[config.mk]
export PLATFORM = sky130hd
export DESIGN_NAME = fifo_wr_arbiter
export DESIGN_NICKNAME = d
export VERILOG_FILES = /design/src/rtl/fifo_arb_pkg.sv /design/src/rtl/arb_hold_slot.sv /design/src/rtl/fifo_wr_arbiter.sv
export SDC_FILE = /design/constraint.sdc
export NUM_CORES = 1
export LEC_CHECK = 0
export BUFFER_PORTS_ARGS = -buffer_cell sky130_fd_sc_hd__buf_2
export CAP_MARGIN = 20
export CORE_AREA = 8 8 72 55
export CTS_CLUSTER_SIZE = 10
export DETAILED_ROUTE_END_ITERATION = 10
export DIE_AREA = 0 0 80 63
export PLACE_DENSITY = 0.72
export SYNTH_ARGS = -nofsm -noshare
export SYNTH_HDL_FRONTEND = slang
export SYNTH_SLANG_ARGS = --single-unit
[constraint.sdc]
create_clock -name clk -period 2.6 [get_ports clk]
set_clock_uncertainty 0.05 [all_clocks]
set_input_delay 0.39 -clock clk [delete_from_list [all_inputs] [get_ports clk]]
set_output_delay 0.39 -clock clk [all_outputs]
set_load 0.03 [all_outputs]
[src/rtl/fifo_arb_pkg.sv]
// Shared types and constants for the two-producer FIFO write-port arbiter.
package fifo_arb_pkg;

    localparam int DATA_W      = 8;
    localparam int NUM_SRC     = 2;
    localparam int BURST_CNT_W = 4;

    typedef enum logic [1:0] {
        IDLE,
        OWN0,
        OWN1
    } arb_state_e;

endpackage

[src/rtl/arb_hold_slot.sv]
// One-entry holding buffer between a producer handshake and the arbiter's push.
module arb_hold_slot #(
    parameter int DATA_W = 8
) (
    input  logic              clk,
    input  logic              rst,
    input  logic              in_valid,
    input  logic [DATA_W-1:0] in_data,
    output logic              in_ready,
    input  logic              pop,
    output logic              vld,
    output logic [DATA_W-1:0] data
);

    // Handshake: a byte transfers at a rising edge when in_valid & in_ready.
    // The producer must hold in_valid/in_data stable until that edge; ready
    // is high when the slot is empty or its byte is being popped this cycle,
    // so a pop and a capture in one cycle keep the slot full with no bubble.
    assign in_ready = ~vld | pop;

    always_ff @(posedge clk or posedge rst) begin
        if (rst) begin
            vld  <= 1'b0;
            data <= '0;
        end else if (in_valid && in_ready) begin
            vld  <= 1'b1;
            data <= in_data;
        end else if (pop) begin
            vld <= 1'b0;
        end
    end

endmodule

[src/rtl/fifo_wr_arbiter.sv]
// Round-robin arbiter with a burst limit sharing the FIFO write port between
// two producers, each buffered by its own one-entry holding slot.
module fifo_wr_arbiter
    import fifo_arb_pkg::*;
#(
    parameter int DATA_W    = fifo_arb_pkg::DATA_W,
    parameter int MAX_BURST = 4
) (
    input  logic               clk,
    input  logic               rst,
    input  logic               s0_valid,
    input  logic [DATA_W-1:0]  s0_data,
    output logic               s0_ready,
    input  logic               s1_valid,
    input  logic [DATA_W-1:0]  s1_data,
    output logic               s1_ready,
    input  logic               fifo_full,
    output logic               fifo_wr,
    output logic [DATA_W-1:0]  fifo_wdata,
    output logic [NUM_SRC-1:0] grant
);

    localparam logic [BURST_CNT_W-1:0] BURST_LAST = BURST_CNT_W'(MAX_BURST - 1);

    arb_state_e             state, state_nxt;
    logic [BURST_CNT_W-1:0] burst_cnt, burst_cnt_nxt;
    logic                   last_owner, last_owner_nxt;
    logic                   hold0_vld, hold1_vld;
    logic [DATA_W-1:0]      hold0_data, hold1_data;
    logic                   push0, push1;

    assign push0 = (state == OWN0) & hold0_vld & ~fifo_full;
    assign push1 = (state == OWN1) & hold1_vld & ~fifo_full;

    arb_hold_slot #(.DATA_W(DATA_W)) u_hold0 (
        .clk      (clk),
        .rst      (rst),
        .in_valid (s0_valid),
        .in_data  (s0_data),
        .in_ready (s0_ready),
        .pop      (push0),
        .vld      (hold0_vld),
        .data     (hold0_data)
    );

    arb_hold_slot #(.DATA_W(DATA_W)) u_hold1 (
        .clk      (clk),
        .rst      (rst),
        .in_valid (s1_valid),
        .in_data  (s1_data),
        .in_ready (s1_ready),
        .pop      (push1),
        .vld      (hold1_vld),
        .data     (hold1_data)
    );

    // last_owner resets to 1 so that s0 wins the first tie.
    always_ff @(posedge clk or posedge rst) begin
        if (rst) begin
            state      <= IDLE;
            burst_cnt  <= '0;
            last_owner <= 1'b1;
        end else begin
            state      <= state_nxt;
            burst_cnt  <= burst_cnt_nxt;
            last_owner <= last_owner_nxt;
        end
    end

    always_comb begin
        state_nxt      = state;
        burst_cnt_nxt  = burst_cnt;
        last_owner_nxt = last_owner;
        case (state)
            IDLE: begin
                burst_cnt_nxt = '0;
                if (hold0_vld && hold1_vld) begin
                    state_nxt = last_owner ? OWN0 : OWN1;
                end else if (hold0_vld) begin
                    state_nxt = OWN0;
                end else if (hold1_vld) begin
                    state_nxt = OWN1;
                end
            end
            OWN0: begin
                if (push0) begin
                    if (burst_cnt == BURST_LAST && hold1_vld) begin
                        state_nxt      = OWN1;
                        burst_cnt_nxt  = '0;
                        last_owner_nxt = 1'b0;
                    end else if (burst_cnt < BURST_LAST) begin
                        burst_cnt_nxt = burst_cnt + 1'b1;
                    end
                end else if (!hold0_vld) begin
                    state_nxt      = hold1_vld ? OWN1 : IDLE;
                    burst_cnt_nxt  = '0;
                    last_owner_nxt = 1'b0;
                end
            end
            OWN1: begin
                if (push1) begin
                    if (burst_cnt == BURST_LAST && hold0_vld) begin
                        state_nxt      = OWN0;
                        burst_cnt_nxt  = '0;
                        last_owner_nxt = 1'b1;
                    end else if (burst_cnt < BURST_LAST) begin
                        burst_cnt_nxt = burst_cnt + 1'b1;
                    end
                end else if (!hold1_vld) begin
                    state_nxt      = hold0_vld ? OWN0 : IDLE;
                    burst_cnt_nxt  = '0;
                    last_owner_nxt = 1'b1;
                end
            end
            default: state_nxt = IDLE;
        endcase
    end

    always_comb begin
        fifo_wdata = '0;
        case (state)
            OWN0:    fifo_wdata = hold0_data;
            OWN1:    fifo_wdata = hold1_data;
            default: fifo_wdata = '0;
        endcase
    end

    assign fifo_wr = push0 | push1;
    assign grant   = {state == OWN1, state == OWN0};

endmodule

==> summary.md <==
| Metric | Value |
|---|---|
| Status | finished clean |
| Area leader, netlist | dfrtp_1 |
| DRC Markers | 0 |
| Post-synth ARST share | 100% |
| PD cells | roughly 1200 mW/mm^2 |
| Antenna violations before repair | 0 |
| Setup violators final | 0 |
| Number of buffers added on ports | 33 |
| Die width | roughly 80 um |
| Syn Inst Count | approximately 130 |
| Die Span Y | roughly 63 um |
| Pre-Repair DR Iteration Count | 4 |
| Antenna Nets Post-Route | 0 |
| N_diodes | 0 |
| Worst-margin pin slew | 0.524 ns |
| Post-synth top area share | between 40% and 50% |
| TritonCTS buffer count | 3 |
| Hold_buf cts | 0 |
| Die Outline Area | between 0.005 and 0.006 mm^2 |
| Post-synthesis register bit count | 25 |
| Worst-path clk slew | 0.08 ns |
| Vias in the first global route | between 1000 and 1500 |
| Worst VDD drop | between 0.6 and 0.7 mV |
| Vias/cell | about 5.4 |
| Layout area overhead | 18.7% |
| Rows | 17 |
| Total of max-cap violations | 0 |
| Post-CTS setup buffer count | 0 |
| I/O Pins | 34 |
| Slew headroom | about two thirds |
| Final Total Pwr | a little under 2 mW |
| FMAX | 443 MHz |
| Yosys warns | 0 |
| Crit Path Max Fanout | 15 |
| Proportion of layout cells with a drive suffix above 1 | approximately two fifths |
| Core area | between 0.002 and 0.003 mm^2 |
| Placed Area | 0.00155 mm^2 |
| Flop-to-flop setup slack | roughly 0.42 ns |
| Hold WS | 0.121 ns |
| Leak Pwr | about 0.74 nW |
| Storage element area | about 630 um^2 |
| Pin count of the biggest net entering global routing | 26 |
| 1st-iter DRT viols | 46 |
| Avg WL per Cell | between 15 and 20 um |
| Clk buf depth | 2 |
| CTS Sinks | 25 |
| CTS H-Tree Depth | 1 |
| Critical path arrival | approximately 1.8 ns |
| Vias post-DR | ~1100 |
| Tot GR Track Use | between 10% and 20% |
| Count of cell types in the netlist | 32 |
| Worst EP required | about 2.2 ns |
| Worst skew pair latency | ~0.27 ns |
| Nets | 184 |
| Initial Util | 46.5% |
| RSZ-0062 raised after global routing | no |
| Syn avg cell area | 10.8 um^2 |
| Syn Nets | ~150 |
| Period utilisation layout | around 87% |
| Post-route cell area | about 0.0016 mm^2 |
| Tmin final | ~2.3 ns |
| Count leader, synth | dfrtp_1 |
| FILL cells | between 200 and 300 |
| Post-CTS resize count | 0 |
| EDFF count, synth | 0 |
| CTS tree | built |
| Detailed placement HPWL | roughly 2400 um |
| Worst Hold Class | in -> async |
| Footprint of the multi-input gates | 672 um^2 |
| Fin. max-slew vios | 0 |
| First-pass GRT wire length | 5220 um |
| GP Congestion | 0.817 |
| Most used DFF post-synth | dfrtp_1 |
| Clk root buf | clkbuf_8 |
| Crit path kind | reg -> out |
| CP endpoint kind | output port |
| Setup tns final | 0 ns |
| Dominant cells by area after synthesis | dfrtp_1 (44%), mux2_2 (13%), a22oi_1 (5.0%), ha_1 (4.6%), nor2_1 (3.6%) |
| Final WL | approximately 3100 um |
| Grt ovf | 0 |
| Synth cell count leaders | dfrtp_1 (24), mux2_2 (16), nor2_1 (13) |
| Final hold vios | 0 |
| Seq/Total Area, Yosys | 46.0% |
| Synth Cell Area | approximately 0.0014 mm^2 |
| Worst Setup Start Kind | register |
## critical path: stages, from the launching register on
cell     delay [ns]
dfrtp_1        0.41
inv_1          0.08
ha_1           0.48
a22oi_1        0.24
nor2_1         0.13
buf_2          0.20
## routing by layer
metal	GRT usage, %	wire, um	vias to the layer above
li1	-	-	511
met1	16.9	1460	518
met2	19.3	1460	21
met3	4.60	165	5
met4	3.39	31	0
met5	0	0	-
## cells by family after synthesis
| kind of cell | Yosys count | share of synthesized area (%) |
|---|---|---|
| and+or+nand+nor | 33 | 13.9 |
| AOI/OAI and AO/OA | 29 | 14.8 |
| DFF | 25 | 46.0 |
| muxes | 19 | 16.0 |
| buffers and inverters | 15 | 4.77 |
| adders and majority gates | 5 | 4.59 |
## registers in the layout (all words and copies together), names as in the netlist
name	flops
last_owner	1
u_hold1.vld	1
state	2
u_hold1.data	8
u_hold0.data	8
u_hold0.vld	1
burst_cnt	4
## where the power goes
group / total [mW] / internal, mW / switching, mW
sequential: 0.691 / 0.562 / 0.129
combinational: 1.05 / 0.440 / 0.606
clock: 0.224 / 0.107 / 0.117
total: 1.96 / 1.11 / 0.852
## cells in the final DEF (no fill, tap or decap), types with 2 or more instances in the layout
| cell type | n |
|---|---|
| buf_2 | 33 |
| dfrtp_1 | 24 |
| mux2_2 | 16 |
| nor2_1 | 13 |
| a22oi_1 | 9 |
| inv_1 | 6 |
| nand2b_1 | 5 |
| ha_1 | 5 |
| a21oi_1 | 4 |
| o21ai_0 | 4 |
| nand2_1 | 3 |
| o211ai_1 | 3 |
| and2_1 | 3 |
| clkbuf_8 | 3 |
| a211oi_1 | 2 |
| o21a_1 | 2 |
| or3b_2 | 2 |
| and4bb_2 | 2 |
| mux2_1 | 2 |
## cell type report
type | count | share of cell area, %
multi-input combinational | 86 | 41.5
sequential | 25 | 38.7
timing repair buffer | 35 | 12.4
tap | 38 | 2.94
clock buffer | 3 | 2.55
inverter | 7 | 1.62
clock inverter | 1 | 0.309
## path summary, 6_finish.rpt
kind                                    from         endpoint  cells past startpoint
worst max register to register      state[1]  u_hold0.data[3]                      6
worst max-delay path                state[1]          fifo_wr                      5
worst min register to register  burst_cnt[0]     burst_cnt[0]                      1
min in group clk                    s1_valid      u_hold1.vld                      2
worst min-delay path                     rst  u_hold0.data[3]                      3
max in group asynchronous                rst       last_owner                      3
## metrics by stage
stage          utilization [%]  std cells  worst slack (ns)
5_1_grt                   55.2        195             0.191
3_3_place_gp              52.6        190             0.462
3_5_place_dp              52.6        190             0.425
2_1_floorplan                -        126             0.166
6_report                  55.2        195             0.340
4_1_cts                   54.2        194             0.355
Note: power is estimated with default switching activity, not from simulation.
